File: src/rtl/uart_pkg.sv
// Shared constants for the UART echo buffer: echo transform modes and the
// output FSM state encoding.
package uart_pkg;

    localparam int MODE_PASS    = 0;  // echo the character unchanged
    localparam int MODE_INV_MSB = 1;  // invert only characters with the MSB set
    localparam int MODE_INV_ALL = 2;  // invert every character

    typedef enum logic {
        IDLE = 1'b0,  // waiting for a buffered character and an idle transmitter
        HOLD = 1'b1   // character launched; waiting for the transmitter to go busy
    } tx_state_e;

endpackage

File: src/rtl/sync_fifo.sv
// Synchronous FIFO with extended read/write pointers: one extra MSB tells full
// from empty when the index bits match. DEPTH must be a power of two, >= 2.
module sync_fifo #(
    parameter int DATA_W = 8,
    parameter int DEPTH  = 16
) (
    input  logic                   clk,
    input  logic                   reset,
    input  logic                   push,
    input  logic                   pop,
    input  logic [DATA_W-1:0]      wdata,
    output logic [DATA_W-1:0]      rdata,
    output logic [$clog2(DEPTH):0] count,
    output logic                   full,
    output logic                   empty
);

    localparam int AW = $clog2(DEPTH);
    localparam logic [AW:0] PTR_ONE = {{AW{1'b0}}, 1'b1};

    logic [DATA_W-1:0] mem_q [DEPTH];
    logic [AW:0]       wptr_q, wptr_d;
    logic [AW:0]       rptr_q, rptr_d;
    logic              wr_en, rd_en;

    // Status flags, accepted push/pop and next pointer values.
    // NOTE: every always_comb output gets a value on every path (here by
    // assigning each one unconditionally); a path that skips one infers a latch.
    always_comb begin
        empty  = (wptr_q == rptr_q);
        full   = (wptr_q[AW-1:0] == rptr_q[AW-1:0]) && (wptr_q[AW] != rptr_q[AW]);
        // A same-edge read frees the slot a write into a full FIFO needs.
        wr_en  = push && (!full || pop);
        rd_en  = pop && !empty;
        wptr_d = wr_en ? wptr_q + PTR_ONE : wptr_q;
        rptr_d = rd_en ? rptr_q + PTR_ONE : rptr_q;
        count  = wptr_q - rptr_q;
        rdata  = mem_q[rptr_q[AW-1:0]];
    end

    // Pointer registers; reset empties the FIFO.
    // NOTE: sequential state uses non-blocking (<=) so every flop samples
    // pre-edge values regardless of statement order.
    always_ff @(posedge clk) begin
        if (reset) begin
            wptr_q <= '0;
            rptr_q <= '0;
        end else begin
            wptr_q <= wptr_d;
            rptr_q <= rptr_d;
        end
    end

    // Storage write port.
    // NOTE: the array is deliberately not reset; stale entries are unreachable
    // once the pointers are cleared, and leaving it out keeps it a plain RAM.
    always_ff @(posedge clk) begin
        if (!reset && wr_en) begin
            mem_q[wptr_q[AW-1:0]] <= wdata;
        end
    end

endmodule

File: src/rtl/uart_echo_buffer.sv
// UART echo buffer: received characters are queued in a FIFO and handed to the
// transmitter one at a time, optionally transformed, with a one-cycle TXEn.
module uart_echo_buffer
    import uart_pkg::*;
#(
    parameter int DATA_W = 8,
    parameter int DEPTH  = 16,
    parameter int MODE   = MODE_INV_MSB
) (
    input  logic                   clk,
    input  logic                   reset,
    input  logic                   RXStatus,
    input  logic [DATA_W-1:0]      RXData,
    input  logic                   TXStatus,
    output logic [DATA_W-1:0]      TXData,
    output logic                   TXEn,
    output logic [$clog2(DEPTH):0] Count,
    output logic                   Overflow
);

    tx_state_e         state_q, state_d;
    logic [DATA_W-1:0] tx_data_q, tx_data_d;
    logic              tx_en_q, tx_en_d;
    logic              overflow_q, overflow_d;
    logic              pop;
    logic              fifo_full, fifo_empty;
    logic [DATA_W-1:0] head;

    function automatic logic [DATA_W-1:0] transform(input logic [DATA_W-1:0] d);
        if (MODE == MODE_INV_ALL) return ~d;
        if (MODE == MODE_INV_MSB) return d[DATA_W-1] ? ~d : d;
        return d;
    endfunction

    sync_fifo #(
        .DATA_W (DATA_W),
        .DEPTH  (DEPTH)
    ) u_fifo (
        .clk   (clk),
        .reset (reset),
        .push  (RXStatus),
        .pop   (pop),
        .wdata (RXData),
        .rdata (head),
        .count (Count),
        .full  (fifo_full),
        .empty (fifo_empty)
    );

    // Output FSM: launch one character from IDLE, then wait in HOLD until the
    // transmitter reports busy so a level-high TXStatus cannot retrigger.
    always_comb begin
        state_d   = state_q;
        tx_data_d = tx_data_q;
        tx_en_d   = 1'b0;
        pop       = 1'b0;
        case (state_q)
            IDLE: begin
                if (!fifo_empty && TXStatus) begin
                    pop       = 1'b1;
                    tx_data_d = transform(head);
                    tx_en_d   = 1'b1;
                    state_d   = HOLD;
                end
            end
            HOLD: begin
                if (!TXStatus) state_d = IDLE;
            end
            default: state_d = IDLE;
        endcase
    end

    // Sticky overflow: a character is lost only when full with no same-edge pop.
    always_comb begin
        overflow_d = overflow_q | (RXStatus && fifo_full && !pop);
    end

    // State and output registers.
    always_ff @(posedge clk) begin
        if (reset) begin
            state_q    <= IDLE;
            tx_data_q  <= '1;
            tx_en_q    <= 1'b0;
            overflow_q <= 1'b0;
        end else begin
            state_q    <= state_d;
            tx_data_q  <= tx_data_d;
            tx_en_q    <= tx_en_d;
            overflow_q <= overflow_d;
        end
    end

    assign TXData   = tx_data_q;
    assign TXEn     = tx_en_q;
    assign Overflow = overflow_q;

endmodule
File: config.mk
export PLATFORM = sky130hd
export DESIGN_NAME = uart_echo_buffer
export DESIGN_NICKNAME = d
export VERILOG_FILES = /design/src/rtl/uart_pkg.sv /design/src/rtl/sync_fifo.sv /design/src/rtl/uart_echo_buffer.sv
export SDC_FILE = /design/constraint.sdc
export NUM_CORES = 1
export LEC_CHECK = 0
export ABC_AREA = 1
export BUFFER_PORTS_ARGS = -buffer_cell sky130_fd_sc_hd__buf_4
export CORE_MARGIN = 8
export CORE_UTILIZATION = 45
export CTS_CLUSTER_DIAMETER = 200
export DETAILED_ROUTE_END_ITERATION = 12
export SYNTH_ARGS = -nofsm -noshare
export SYNTH_HDL_FRONTEND = slang
export SYNTH_SLANG_ARGS = --single-unit
File: constraint.sdc
create_clock -name clk -period 2.5 [get_ports clk]
set_input_delay 0.25 -clock clk [delete_from_list [all_inputs] [get_ports clk]]
set_output_delay 0.25 -clock clk [all_outputs]
set_load 0.005 [all_outputs]
# == Word level (Yosys, flattened, before mapping) ==
# Memories as Yosys holds them, arrays and structs flattened. A register that Yosys moved wholly into a read port is not among the register bits.
# Cells that the tools add are included.
# word_totals
ff_bits,21
ramBits,128
inputBits,12
memories,1
# mem_list
name,depth,word_bits,read_ports,rd_clocked_by_memory_dff,wr,line_no,source
u_fifo.mem_q,16,8,1,1,1,sync_fifo.sv:21,logic [DATA_W-1:0] mem_q [DEPTH];
# classes
add_sub_neg,3
n_eq_ne,3
muxes,12
bitwise,3
reduce_logical,13
# op_table
cell,count
$mux W8,2
$add A5 B1 Y5 const B,2
$mux W4,2
$not A8 Y8,1
$logic_and A1 B1 Y1,7
$mux W1,7
$eq A5 B5 Y1,1
$sub A5 B5 Y5,1
$eq A4 B4 Y1,1
$logic_not A1 Y1,4
$pmux W1 S2,1
$reduce_and A2 Y1,1
$logic_or A1 B1 Y1,1
$ne A1 B1 Y1,1
$not A1 Y1,1
$or A1 B1 Y1,1

# == Longest topological paths before layout ==
# logic_depth
depth_word,10
ltp_mapped,12
mapped_depth_nobuf,11

# == By module ==
# A second synthesis with hierarchy kept.
# hier_totals
cells_unflattened,748
hier_area_um2,6951.7
# modules_own_cells
module,instances,cells_each,area_each_um2,seq_area_each_um2
sync_fifo,1,670,6443.7,4124.0
uart_echo_buffer,1,78,508.0,220.2

# == Least setup slack after synthesis ==
# OpenSTA, ideal clock, no wires.
# synth_timing
kind,register to register
from,reg u_fifo.rptr_q[1]
to,mem u_fifo.mem_q[0][0] (enable)
setup_time_ns,0.370
t_arrival_ns,1.750
required_time_ns,2.130
setup_slack_ns,0.379
stages_incl_launch_ff,10
path_cell_list,dfxtp_1 inv_1 ha_1 nand4_1 inv_1 nand3_1 nand2_2 nor2_1 nand2_1 nor2_1
# synth_between
elab_chain_len,10
elab_cells_between_ends,13
cone_classes,2 x eq/ne; 4 x mux; 7 x reduce/logical
# synth_rtl
element,line_no,source
"start, declared",sync_fifo.sv:23,"logic [AW:0] rptr_q, rptr_d;"
"start signal, assigned",sync_fifo.sv:50,rptr_q <= rptr_d;
$eq A5 B5 Y1,sync_fifo.sv:30,empty = (wptr_q == rptr_q);
$logic_not A1 Y1,uart_echo_buffer.sv:59,if (!fifo_empty && TXStatus) begin
$logic_and A1 B1 Y1,uart_echo_buffer.sv:59,
$mux W1,uart_echo_buffer.sv:59,
$mux W1,uart_echo_buffer.sv:57,case (state_q)
$logic_or A1 B1 Y1 *,sync_fifo.sv:33,wr_en = push && (!full || pop);
$logic_and A1 B1 Y1 *,sync_fifo.sv:33,
$logic_and A1 B1 Y1 *,sync_fifo.sv:58,if (!reset && wr_en) begin
$mux W1 *,sync_fifo.sv:58,
$mux W1 (not written as such) *,sync_fifo.sv:59,mem_q[wptr_q[AW-1:0]] <= wdata;
"end, declared",sync_fifo.sv:21,
# Every way passes the cells marked *; elsewhere a longest branch is shown, timed or not.

# == Final worst setup path ==
# layout_timing
from,reg u_fifo.wptr_q[0]
to,out Count[4]
# layout_between
elab_chain_len,1
# layout_rtl
element,line_no,source
"start, declared",sync_fifo.sv:22,"logic [AW:0] wptr_q, wptr_d;"
"start signal, assigned",sync_fifo.sv:49,wptr_q <= wptr_d;
$sub A5 B5 Y5,sync_fifo.sv:37,count = wptr_q - rptr_q;
"end, declared",uart_echo_buffer.sv:17,"output logic [$clog2(DEPTH):0] Count,"
# No other way between the ends.

==> flow_summary.yaml <==
global_routing:
  grt_pass1_wl_um: 24300
  overflow: 0
  grt_max_degree: 65
  antenna_found_initial: 0
  track_usage_pct: 16.6
  grt_pass1_vias: 4667
drt:
  firstDrtPassIters: 5
  drt-wirelength-per-cell_um: 16.7
  drt_iter0_markers: 292
  routed_wl_um: 15600
  met2_wirelength_um: 7490
  vias_per_cell: 4.98
  drc: 0
  wl_met3_um: 695
  routed.top_layer: "met4"
  vias: 4645
  ant_nets: 0
  wl_met1_um: 6990
placement:
  pre_cts_ws_ns: 0.169
  gp_congestion: 0.866
  hpwl_um: 10400
  dpl-instance-area_um2: 7250
  port_buffers: 26
outcome:
  status: "finished clean"
sta:
  hold_violations: 0
  max_freq_mhz: 426
  setup_ws_ns: 0.152
  fin_setup_tns_ns: 0
  rsz0062_at_grt: "no"
  drv_slew: 0
  timing.final.crit_share_pct: 93.9
  max_slew.worst_pin.slew_ns: 0.571
  maxSlewHeadroom_pct: 61.9
  final.min_clock_period_ns: 2.35
  setup_viol: 0
  fin_skew_ns: 0.00971
logic_synthesis:
  yosysMostFrequentCell: "nand2_1"
  async_flop_share_pct: 0
  yosys_warnings: 0
  seq_area_frac_synth_pct: 63.7
  synth_edf_count: 128
  synth_flop_cell: "edfxtp_1"
  syn_avg_cell_area_um2: 9.85
  synth_common_cells: "nand2_1, edfxtp_1, inv_1"
  synth_cell_types: 30
  netlist.area_leader.share_pct: 56.3
  syn_nets: 715
  yosysTopAreaCell: "edfxtp_1"
  syn_area_um2: 6820
  synthCells: 693
  ys_ff_latch: 153
  ys_top_cells_by_area: "edfxtp_1, nand2_1, nand3_1, dfxtp_1, inv_1"
die:
  die_h_um: 139
  num_rows: 45
  die_w_um: 139
  core_um2: 15000
  die_area_um2: 19400
  io_pins: 27
  start_util_pct: 45.4
cts:
  postCtsSetupBuffers: 0
  cts_buffers: 17
  tritoncts: "done"
  cts.root.buffer_cell: "clkbuf_16"
  cts_hold_buf: 0
  clk_pin_slew_ns: 0.06
  htree_levels: 4
  clk_path_buf_depth: 2
  clkSinkCount: 153
  insertion_delay_ns: 0.42
  cts_resized: 0
setup_path:
  worst_ep_arrival_time_ns: 2.10
  critPathRequiredTime_ns: 2.25
  cp_max_fo: 5
  crit_chain: "inv_1 -> ha_1 -> fa_1 -> o21bai_1 -> a21oi_1 -> xor2_1 -> buf_4"
  slowest_stage: "fa_1"
  path_class: "reg2out"
  critPathMaxStageDelay_ns: 0.46
  cp-end-kind: "primary output"
  start_kind: "flip-flop"
pwr:
  finalPower_w: 0.00620
  leakagePower_nw: 3.36
  vdd_drop_max_mv: 0.476
  power_frac_comb_pct: 16.4
  p_sw_share_pct: 27.0
  p_int_w: 0.00452
  pwr-share-clk_pct: 37.4
  p_per_area_nw_per_um2: 795
  p_sw_w: 0.00167
  p_seq_share_pct: 46.2
worst_hold_path:
  hp-class: "in2reg"
layout:
  final_area_um2: 7800
  final.fill_count: 1367
  antenna_cells: 0
  area_growth_pct: 14.2
  final_layout_size_suffix_gt1_share_pct: 12.8
  num-nets-final: 754
  fin_util_pct: 51.9
job:
  cap_violations: 0
-- power by group through the flow --
stage	Sequential [W]	Clock [W]	Combinational, W
3_3_place_gp	0.00292	0	0.00100
4_1_cts	0.00286	0.00237	0.00102
3_5_place_dp	0.00292	0	0.00102
2_1_floorplan	0.00291	0	0.000701
6_report	0.00286	0.00232	0.00102
5_1_grt	0.00287	0.00246	0.00113
-- final timing paths --
path	cells past startpoint	to	slack, ns	from
worst max-delay path	7	Count[4]	0.15	u_fifo.wptr_q[0]
worst min-delay path	3	state_q	0.12	TXStatus
worst max register to register	10	u_fifo.mem_q[7][4]	0.21	u_fifo.rptr_q[2]
worst min register to register	2	Overflow	0.45	Overflow
-- routing by layer --
metal  global-route usage, %  vias to the layer above
met5                       0                        -
met4                    7.57                        0
met3                    3.65                       31
met2                    27.6                      111
met1                    20.5                     2199
li1                        -                     2304
-- worst max-delay path, delay by kind of cell (launching register included) --
kind	cells	cell delay (ns)
AO/OA/AOI/OAI	2	0.25
XOR/XNOR	1	0.14
adder cells (fa/ha/maj)	2	0.69
buffers and inverters	2	0.24
flip-flops	1	0.35
-- cell usage in the layout (no fill, tap or decap), types with 4 or more instances in the layout --
| cell type | Yosys | layout |
|---|---|---|
| inv_1 | 120 | 120 |
| ha_1 | 9 | 9 |
| nand2_1 | 205 | 205 |
| clkinvlp_4 | 0 | 4 |
| a21oi_2 | 5 | 5 |
| o21ai_0 | 9 | 9 |
| dfxtp_1 | 25 | 23 |
| a21oi_1 | 14 | 14 |
| edfxtp_1 | 128 | 128 |
| nor2_1 | 21 | 20 |
| clkinv_2 | 0 | 5 |
| clkbuf_16 | 0 | 17 |
| nand3_1 | 106 | 106 |
| buf_4 | 2 | 45 |
-- cell families after synthesis --
| family | synth area share [%] |
|---|---|
| and+or+nand+nor | 21.6 |
| adders and majority gates | 1.94 |
| AOI/OAI and AO/OA | 2.64 |
| xor gates and xnor gates | 0.624 |
| buffers and inverters | 9.57 |
| DFF | 63.7 |
-- per-stage QoR --
stage                     instances  hold WS, ns
final                           933        0.123
after global routing            933        0.143
after CTS                       933        0.107
after detailed placement        901        0.445
after global placement          901        0.436
after floorplan                 693        0.349
-- registers in the layout, summed over array words and instances, names as in the netlist, named ones only --
| register | count |
|---|---|
| u_fifo.wptr_q | 5 |
| state_q | 1 |
| Overflow | 1 |
| u_fifo.rptr_q | 5 |
| TXData | 8 |
| TXEn | 1 |
| u_fifo.mem_q | 128 |
-- layout make-up --
| type | instances | area (um^2) | area share (%) |
|---|---|---|---|
| multi-input combinational | 389 | 1830 | 23.5 |
| tap | 188 | 235 | 3.02 |
| inverter | 124 | 468 | 6.00 |
| clock buffer | 19 | 433 | 5.55 |
| timing repair buffer | 47 | 378 | 4.85 |
| sequential | 153 | 4350 | 55.8 |
| clock inverter | 13 | 106 | 1.36 |
Note: power is estimated with default switching activity, not from simulation.
